===== config.mk =====
export PLATFORM = sky130hd
export DESIGN_NAME = spi_host_port
export DESIGN_NICKNAME = d
export VERILOG_FILES = /design/src/rtl/spi_host_pkg.sv /design/src/rtl/spi_host_port_pin_sync.sv /design/src/rtl/spi_host_port.sv
export SDC_FILE = /design/constraint.sdc
export NUM_CORES = 1
export LEC_CHECK = 0
export CAP_MARGIN = 20
export CORE_MARGIN = 2
export CORE_UTILIZATION = 40
export CTS_CLUSTER_DIAMETER = 80
export CTS_CLUSTER_SIZE = 40
export DETAILED_ROUTE_END_ITERATION = 10
export GPL_TIMING_DRIVEN = 0
export PLACE_DENSITY = 0.64
export SLEW_MARGIN = 20
export SYNTH_ARGS = -nofsm -noshare
export SYNTH_HDL_FRONTEND = slang
export SYNTH_SLANG_ARGS = --single-unit

===== constraint.sdc =====
create_clock -name clk -period 2.1 [get_ports clk]
set_clock_uncertainty 0.15 [all_clocks]
set_input_delay 0.21 -clock clk [delete_from_list [all_inputs] [get_ports clk]]
set_output_delay 0.21 -clock clk [all_outputs]
set_load 0.05 [all_outputs]

===== src/rtl/spi_host_pkg.sv =====
// Shared definitions for the SPI host port: control-word field map,
// FSM encoding and default frame length.
package spi_host_pkg;

    localparam int FRAME_BITS_DFLT = 32;

    // spi_out field positions
    localparam int COMMIT_BIT = 32;
    localparam int ADDR_MSB   = 31;
    localparam int ADDR_LSB   = 16;
    localparam int WDATA_MSB  = 15;
    localparam int WDATA_LSB  = 8;
    localparam int RSVD_MSB   = 7;
    localparam int RSVD_LSB   = 4;
    localparam int WE_BIT     = 3;
    localparam int START_BIT  = 2;
    localparam int SYSRST_BIT = 1;
    localparam int CPURST_BIT = 0;

    typedef enum logic [1:0] {
        ST_IDLE   = 2'd0,
        ST_LOAD   = 2'd1,
        ST_SHIFT  = 2'd2,
        ST_COMMIT = 2'd3
    } spi_state_e;

endpackage


===== src/rtl/spi_host_port_pin_sync.sv =====
// Multi-flop synchronizer for one SPI pin with rise/fall pulse detection
// taken from the last stage against one extra delayed copy.
module spi_pin_sync #(
    parameter int   SYNC_STAGES = 2,
    parameter logic RESET_VAL   = 1'b0
) (
    input  logic clk,
    input  logic spi_reset,
    input  logic din,
    output logic level,
    output logic rise,
    output logic fall
);

    logic [SYNC_STAGES-1:0] sync_q, sync_d;
    logic                   dly_q, dly_d;

    // shift the pin into the chain; keep one delayed copy for edges
    always_comb begin
        sync_d = {sync_q[SYNC_STAGES-2:0], din};
        dly_d  = sync_q[SYNC_STAGES-1];
    end

    // synchronizer flops, reset to the pin's idle level
    always_ff @(posedge clk or negedge spi_reset) begin
        if (!spi_reset) begin
            sync_q <= {SYNC_STAGES{RESET_VAL}};
            dly_q  <= RESET_VAL;
        end else begin
            sync_q <= sync_d;
            dly_q  <= dly_d;
        end
    end

    assign level = sync_q[SYNC_STAGES-1];
    assign rise  = level & ~dly_q;
    assign fall  = ~level & dly_q;

endmodule


===== src/rtl/spi_host_port.sv =====
// Mode-0 SPI target front end for the debug bridge. All pins are
// oversampled in clk; frames are deserialized into the spi_out control
// word and spi_in status is serialized back on MISO.
module spi_host_port
    import spi_host_pkg::*;
#(
    parameter int         SYNC_STAGES      = 2,
    parameter int         FRAME_BITS       = FRAME_BITS_DFLT,
    parameter bit         AUTO_CLEAR_START = 1'b1,
    parameter logic [7:0] SIGNATURE        = 8'hA5
) (
    input  logic        clk,
    input  logic        spi_reset,
    input  logic        spi_sclk,
    input  logic        spi_cs_n,
    input  logic        spi_mosi,
    output logic        spi_miso,
    output logic        spi_miso_oe,
    input  logic [16:0] spi_in,
    output logic [32:0] spi_out,
    output logic        frame_err
);

    logic sclk_s, sclk_rise, sclk_fall;
    logic cs_n_s, cs_rise, cs_fall;
    logic mosi_s;

    spi_pin_sync #(.SYNC_STAGES(SYNC_STAGES), .RESET_VAL(1'b0)) u_sclk (
        .clk(clk), .spi_reset(spi_reset), .din(spi_sclk),
        .level(sclk_s), .rise(sclk_rise), .fall(sclk_fall)
    );

    spi_pin_sync #(.SYNC_STAGES(SYNC_STAGES), .RESET_VAL(1'b1)) u_cs (
        .clk(clk), .spi_reset(spi_reset), .din(spi_cs_n),
        .level(cs_n_s), .rise(cs_rise), .fall(cs_fall)
    );

    spi_pin_sync #(.SYNC_STAGES(SYNC_STAGES), .RESET_VAL(1'b0)) u_mosi (
        .clk(clk), .spi_reset(spi_reset), .din(spi_mosi),
        .level(mosi_s), .rise(), .fall()
    );

    spi_state_e  state_q, state_d;
    logic [5:0]  bit_cnt_q, bit_cnt_d;
    logic [7:0]  frame_cnt_q, frame_cnt_d;
    logic [31:0] rx_shift_q, rx_shift_d;
    logic [31:0] tx_word_q, tx_word_d;
    logic [32:0] spi_out_q, spi_out_d;
    logic        miso_q, miso_d;
    logic        frame_err_q, frame_err_d;

    // frame FSM: next state, shift registers and control word update
    always_comb begin
        state_d     = state_q;
        bit_cnt_d   = bit_cnt_q;
        frame_cnt_d = frame_cnt_q;
        rx_shift_d  = rx_shift_q;
        tx_word_d   = tx_word_q;
        miso_d      = miso_q;
        frame_err_d = 1'b0;
        spi_out_d   = spi_out_q;
        spi_out_d[COMMIT_BIT] = 1'b0;
        // start drops the cycle after commit so the bridge sees a fresh edge
        if (AUTO_CLEAR_START && spi_out_q[COMMIT_BIT])
            spi_out_d[START_BIT] = 1'b0;

        case (state_q)
            ST_IDLE: begin
                if (cs_fall) state_d = ST_LOAD;
            end
            ST_LOAD: begin
                tx_word_d     = {spi_in[15:0], SIGNATURE, frame_cnt_q};
                tx_word_d[31] = spi_in[16] | spi_in[15];
                miso_d        = tx_word_d[31];
                bit_cnt_d     = 6'd0;
                state_d       = ST_SHIFT;
            end
            ST_SHIFT: begin
                // CS release takes priority over a coincident SCLK edge
                if (cs_rise) begin
                    if (bit_cnt_q == 6'(FRAME_BITS)) begin
                        state_d = ST_COMMIT;
                    end else begin
                        frame_err_d = 1'b1;
                        state_d     = ST_IDLE;
                    end
                end else if (cs_fall) begin
                    state_d = ST_LOAD;
                end else begin
                    if (sclk_rise) begin
                        rx_shift_d = {rx_shift_q[30:0], mosi_s};
                        if (bit_cnt_q != 6'd63) bit_cnt_d = bit_cnt_q + 6'd1;
                    end
                    if (sclk_fall) begin
                        tx_word_d = {tx_word_q[30:0], 1'b0};
                        miso_d    = tx_word_d[31];
                    end
                end
            end
            ST_COMMIT: begin
                spi_out_d[31:0]               = rx_shift_q;
                spi_out_d[RSVD_MSB:RSVD_LSB]  = '0;
                spi_out_d[COMMIT_BIT]         = 1'b1;
                frame_cnt_d                   = frame_cnt_q + 8'd1;
                state_d                       = ST_IDLE;
            end
            default: state_d = ST_IDLE;
        endcase
    end

    // state and datapath registers
    always_ff @(posedge clk or negedge spi_reset) begin
        if (!spi_reset) begin
            state_q     <= ST_IDLE;
            bit_cnt_q   <= '0;
            frame_cnt_q <= '0;
            rx_shift_q  <= '0;
            tx_word_q   <= '0;
            spi_out_q   <= '0;
            miso_q      <= 1'b0;
            frame_err_q <= 1'b0;
        end else begin
            state_q     <= state_d;
            bit_cnt_q   <= bit_cnt_d;
            frame_cnt_q <= frame_cnt_d;
            rx_shift_q  <= rx_shift_d;
            tx_word_q   <= tx_word_d;
            spi_out_q   <= spi_out_d;
            miso_q      <= miso_d;
            frame_err_q <= frame_err_d;
        end
    end

    assign spi_out     = spi_out_q;
    assign spi_miso    = miso_q;
    assign spi_miso_oe = ~cs_n_s;
    assign frame_err   = frame_err_q;

endmodule

==> flow_summary.toml, run 1 <==
[synth]
synth_most_common_cell = "nand2_1"
syn_area_um2 = 4830
ys_ff_latch = 118
synthArstFlopShare_pct = 100
synth.largest_area_cell = "dfrtp_1"
yosys_warnings = 0
avgSynthCellArea_um2 = 11.2
synth_top_area_share_pct = 59.6
syn_inst = 433
ys_types = 41
synthTopCellsByCount = "121 x nand2_1, 115 x dfrtp_1, 33 x mux2_2"
synthFlopType = "dfrtp_1"
synthTopCellsByArea = "dfrtp_1 60%, nand2_1 9.4%, mux2_2 7.7%, mux2i_1 4.4%, o21ai_0 3.1%"
synth_edf_count = 0
seq_area_frac_synth_pct = 61.2

[detailed_routing]
route.met3.wl_um = 562
viasPerCell = 4.83
drt_iter0_markers = 212
top_layer = "met4"
drc = 0
met1_length_um = 4490
totalWireLength_um = 9230
dr.pass1.iters = 4
ant_nets = 0
vias = 3275
wl_met2_um = 4080
wl_per_cell_um = 13.6

[floorplan]
die_w_um = 114
die_area_um2 = 13000
rows = 40
ioPinCount = 58
core_area_um2 = 11900
die_h_um = 114
start_util_pct = 40.5

[final_layout]
final_core_util_pct = 53.4
fin_cells = 678
nNetsFinal = 545
fill_cells = 1074
area_growth_pct = 31.6
layout-drive-gt1-share_pct = 19.2
n_antenna_cell = 0

[global_route]
grt_pass1_wl_um = 16200
antenna_found_initial = 0
grt_pass1_vias = 3397
globalRouteOverflowTotal = 0
grt_start_max_net_pins = 78
track_usage_pct = 15.9

[timing]
maxSlewViolCount = 0
fin_crit_ns = 2.04
setup_violations = 0
fin_crit_sh_pct = 97.2
rsz0062_at_grt = "true"
finalHoldViolCount = 0
finalWorstSetupSlack_ns = 0.0580
tightest_slew_ns = 0.540
slew-limit-headroom_pct = 63.5
fmax_ghz = 0.490

[power]
p_leak_uw = 0.00309
ir_drop_v = 0.000518
power_density_nw_per_um2 = 1110

[clocking]
clock_path_buffers = 2
cts_buffers = 17
cts_tree = "built"
clock-sinks = 118
cts.clk_slew.worst_paths_ns = 0.05
clk_latency_ns = 0.40
cts_max_level = 4
cts-root-buf = "clkbuf_16"

[worst_setup_path]
cp_max_fo = 5
crit_slowest_cell = "dfstp_2"
reg2reg_setup_slack_ns = 0.06
cp.required_ns = 2.23
cpMostUsedCell = "mux2_4"
crit_family = "flip-flops"
endpoint_kind = "flop"
worst_setup_path_start_kind = "flop"
crit_buf_inv = 2
worst_ep_arrival_time_ns = 2.17
cpPeakStageDelay_ns = 0.56
path_cells = "clkinvlp_4 > ha_4 > nor2_4 > buf_6 > o211ai_4 > mux2_4 > mux2_4"
worstSetupPathType = "reg -> reg"

[place]
numPortBuffers = 53
dpl.cell_count = 637
gp_congestion = 0.776
post-place-ws_ns = 0.0352
place_hpwl_um = 5940

[worst_hold_path]
hold_path_class = "in -> reg"

[job]
maxCapViolations = 0

[run_status]
outcome = "complete, no violations"
-- logic make-up (layout without fill, tap and decap cells) --
family / after synthesis / count (layout) / share of synthesized area [%]
AOI/OAI and AO/OA: 47 / 47 / 5.80
adders and majority gates: 5 / 5 / 1.30
xor gates and xnor gates: 7 / 7 / 1.27
DFF: 118 / 118 / 61.2
other: 1 / 4 / 0.0776
muxes: 55 / 55 / 12.3
buffers and inverters: 38 / 133 / 3.83
and+or+nand+nor: 162 / 162 / 14.2
-- per-stage QoR --
step / hold WS (ns) / power (uW) / setup TNS (ns) / instance area (um2)
after floorplan: -0.236 / 3540 / -0.0667 / 4870
after global placement: 0.186 / 3860 / -442.23 / 5590
after detailed placement: 0.000227 / 3910 / 0 / 5620
after CTS: 0.0531 / 7140 / 0 / 6280
after global routing: 0.0566 / 7440 / -0.0341 / 6360
final: 0.0720 / 7070 / 0 / 6360
-- where the power goes --
part	internal, uW	switching (uW)
logic	447	620
registers	2610	209
clock network	2220	969
total	5280	1800
-- routing by layer --
metal  up-vias  global-route usage, %
met1      1591                   21.0
li1       1606                      -
met4         0                   5.69
met3         9                   6.16
met2        69                   24.1
met5         -                      0
-- repair_timing --
action,in CTS,in global routing
setup endpoints to repair,1,32
hold endpoints to repair,45,0
pin swaps,0,2
gates resized for setup,1,9
buffers inserted,0,8
hold buffers,1,0
-- flip-flops by register name (all words and copies together) (netlist names), 2 cells and up --
name,count
rx_shift_q,32
tx_word_q,31
spi_out,29
frame_cnt_q,8
bit_cnt_q,6
state_q,2
u_cs.sync_q,2
u_mosi.sync_q,2
u_sclk.sync_q,2
-- cells in the final DEF (no fill, tap or decap), drive strengths merged, types with 2 or more instances in the layout --
| master | synthesis | routed |
|---|---|---|
| nand2 | 121 | 121 |
| dfrtp | 115 | 115 |
| clkdlybuf4s50 | 0 | 51 |
| mux2 | 34 | 34 |
| clkbuf | 10 | 32 |
| o21ai | 30 | 30 |
| buf | 15 | 26 |
| mux2i | 21 | 21 |
| nor2 | 14 | 14 |
| inv | 13 | 12 |
| nand3 | 10 | 10 |
| xnor2 | 7 | 7 |
| a21oi | 5 | 5 |
| bufinv | 0 | 5 |
| ha | 5 | 5 |
| a31oi | 4 | 4 |
| conb | 1 | 4 |
| clkinv | 0 | 4 |
| nand4 | 4 | 4 |
| dfstp | 3 | 3 |
| nor2b | 2 | 2 |
| nor3 | 2 | 2 |
| a41oi | 2 | 2 |
| nand3b | 2 | 2 |
| and3 | 2 | 2 |
| o211ai | 2 | 2 |
-- path summary, 6_finish.rpt --
path,from,to,depth (start not counted)
worst max-delay path,u_cs.sync_q[1],bit_cnt_q[3],7
worst min-delay path,spi_cs_n,u_cs.sync_q[0],1
worst max register to register,u_cs.sync_q[1],bit_cnt_q[3],7
worst min register to register,u_mosi.sync_q[0],u_mosi.sync_q[1],0
max in group asynchronous,spi_reset,u_cs.dly_q,3
min in group asynchronous,spi_reset,tx_word_q[27],2
-- final cells by class --
class	instances	area [um2]	area share (%)
Tap cell	147	184	2.89
Buffer	25	146	2.30
Sequential cell	118	2960	46.5
Clock buffer	23	488	7.68
Clock inverter	9	170	2.68
Timing Repair Buffer	63	632	9.94
Multi-Input combinational cell	280	1730	27.2
Inverter	13	52.6	0.827
Note: power is estimated with default switching activity, not from simulation.
==> run 2, diff against run 1 <==
CORE_MARGIN = not set   (was 2)
==> flow_summary.toml, run 2 (synthesis results as in run 1) <==
[worst_setup_path]
endpoint_kind = "flop"
cpPeakStageDelay_ns = 0.56
cpMostUsedCell = "mux2_4"
r2r_cells = 6
crit_buf_inv = 1
cp.required_ns = 2.24
reg2reg_setup_slack_ns = 0.04
reg2reg_from = "u_cs.sync_q[1]"
cp_max_fo = 6
worst_ep_arrival_time_ns = 2.21
r2r-end = "bit_cnt_q[3]"
worst_setup_path_start_kind = "flop"
crit_family = "flip-flops"
crit_slowest_cell = "dfstp_2"
worstSetupPathType = "reg -> reg"
path_cells = "clkinvlp_4 > ha_4 > nor2_4 > o211ai_4 > mux2_4 > mux2_4"

[floorplan]
ioPinCount = 58
core_area_um2 = 11600
die_area_um2 = 12500
rows = 39
die_w_um = 112
die_h_um = 112
start_util_pct = 41.6

[timing]
fin_crit_ns = 2.06
slew-limit-headroom_pct = 62.0
tightest_slew_ns = 0.569
finalHoldViolCount = 0
setup_violations = 0
fmax_ghz = 0.485
maxSlewViolCount = 0
rsz0062_at_grt = "true"
fin_crit_sh_pct = 98.3

[global_route]
globalRouteOverflowTotal = 0
track_usage_pct = 16.3
antenna_found_initial = 0
grt_pass1_vias = 3321
grt_start_max_net_pins = 78
grt_pass1_wl_um = 15900

[detailed_routing]
drc = 6
wl_per_cell_um = 13.8
dr.pass1.iters = 7
ant_nets = 0
vias = 3326
drt_iter0_markers = 169
viasPerCell = 4.92
totalWireLength_um = 9310

[place]
place_hpwl_um = 5870
dpl.cell_count = 633
gp_congestion = 0.803
place_area_um2 = 5610
numPortBuffers = 53

[final_layout]
design_area_um2 = 6340
layout_commonest_cell = "nand2_1"
layout-drive-gt1-share_pct = 19.9
fin_cells = 676
nNetsFinal = 547
largest_reg_flops = 32
n_antenna_cell = 0
top_register = "rx_shift_q"
area_growth_pct = 31.2
mostFrequentLayoutCells = "121 x nand2_1, 115 x dfrtp_1, 51 x clkdlybuf4s50_1, 32 x mux2_2, 28 x o21ai_0"

[power]
ir_drop_v = 0.000612
p_leak_uw = 0.00304
combinationalPowerShare_pct = 16.1
power_density_nw_per_um2 = 1080
swShare_pct = 27.8
power_frac_clock_pct = 42.7
power.switching_uw = 1900
power.internal_uw = 4920
power.share.sequential_pct = 41.3

[worst_hold_path]
hold_path_class = "in -> reg"
hold_start = "spi_cs_n"
hold_depth = 1
min_to = "u_cs.sync_q[0]"

[job]
maxCapViolations = 0

[clocking]
clock-sinks = 118
clk_latency_ns = 0.41
cts_tree = "built"
cts_buffers = 17
cts-root-buf = "clkbuf_16"
cts_max_level = 4
cts.clk_slew.worst_paths_ns = 0.05
clock_path_buffers = 2

[run_status]
failed_checks = "DRC"
outcome = "finished, violations left"
[run 2: cell count changes in the layout (fill, tap and decap cells not counted), moves of 2 or more]
cell        before  now
o21ai_1          0    2
inv_6            0    2
clkinv_4         0    4
bufinv_16        5    2
clkbuf_1         9    7
clkinvlp_4       1    5
o21ai_0         30   28
clkinv_2         4    0
[run 2: worst max-delay path by stage]
| stage | to | start | slack [ns] | cells after the start |
|---|---|---|---|---|
| CTS | tx_word_q[17] | u_cs.dly_q | 0.01 | 7 |
| detailed placement | tx_word_q[17] | u_cs.sync_q[1] | -0.008 | 6 |
| global route | bit_cnt_q[3] | u_cs.sync_q[1] | -0.04 | 6 |
| floorplan | bit_cnt_q[3] | u_cs.sync_q[1] | -0.06 | 6 |
| global placement | spi_out[16] | spi_reset | -3.79 | 1 |
| finish | bit_cnt_q[3] | u_cs.sync_q[1] | 0.04 | 6 |
[run 2: final cells by class]
type | count | area, um2
flip-flops and latches | 118 | 2960
repair buffers | 65 | 641
plain buffers | 25 | 156
clock inverters | 12 | 143
multi-input cells | 280 | 1740
well taps | 143 | 179
fillers | 1004 | 5280
clock buffers | 20 | 467
inverters | 13 | 52.6
[run 2: worst reg2reg max path: stages, from the launching register on]
cell and delay, ns:
dfstp_2 0.56, clkinvlp_4 0.12, ha_4 0.19, nor2_4 0.23
o211ai_4 0.14, mux2_4 0.31, mux2_4 0.25
[run 2: through the flow]
| step | setup TNS [ns] | util, % | hold slack (ns) | total power (uW) | worst slack, ns |
|---|---|---|---|---|---|
| final | 0 | 54.6 | 0.0736 | 6820 | 0.0363 |
| after global placement | -441.49 | 48.1 | 0.186 | 3860 | -3.79 |
| after floorplan | -0.0667 | - | -0.236 | 3540 | -0.0618 |
| after global routing | -0.299 | 54.6 | 0.0723 | 7170 | -0.0398 |
| after CTS | 0 | 53.7 | 0.0616 | 6840 | 0.00991 |
| after detailed placement | -0.00794 | 48.3 | 0.00590 | 3910 | -0.00794 |
[run 2: per-layer routing]
layer / vias to the layer above / track usage, % / routed length, um
met1: 1627 / 20.9 / 4270
met3: 11 / 6.31 / 626
met5: - / 0 / 0
li1: 1615 / - / -
met2: 73 / 24.5 / 4300
met4: 0 / 6.85 / 118
[run 2: timing repair]
item | in CTS | in global routing
resized for setup | 2 | 13
hold buffers | 1 | 0
pin swaps | 0 | 4
endpoints found under the hold margin | 47 | 0
setup endpoints to repair | 2 | 31
buffers inserted | 0 | 9
cloned | 0 | 1
[run 2: power by group through the flow]
stage | sequential (uW) | clock [uW] | combinational [uW]
2_1_floorplan | 2910 | 0 | 628
3_3_place_gp | 2830 | 0 | 1020
3_5_place_dp | 2850 | 0 | 1050
4_1_cts | 2820 | 2960 | 1060
5_1_grt | 2870 | 3070 | 1230
6_report | 2820 | 2910 | 1100
==> run 3, diff against run 2 <==
ABC_CLOCK_PERIOD_IN_PS = 2100   (was not set)
==> results of run 3 <==
Same layout as run 2: the final DEF is identical, and so are final timing and power.
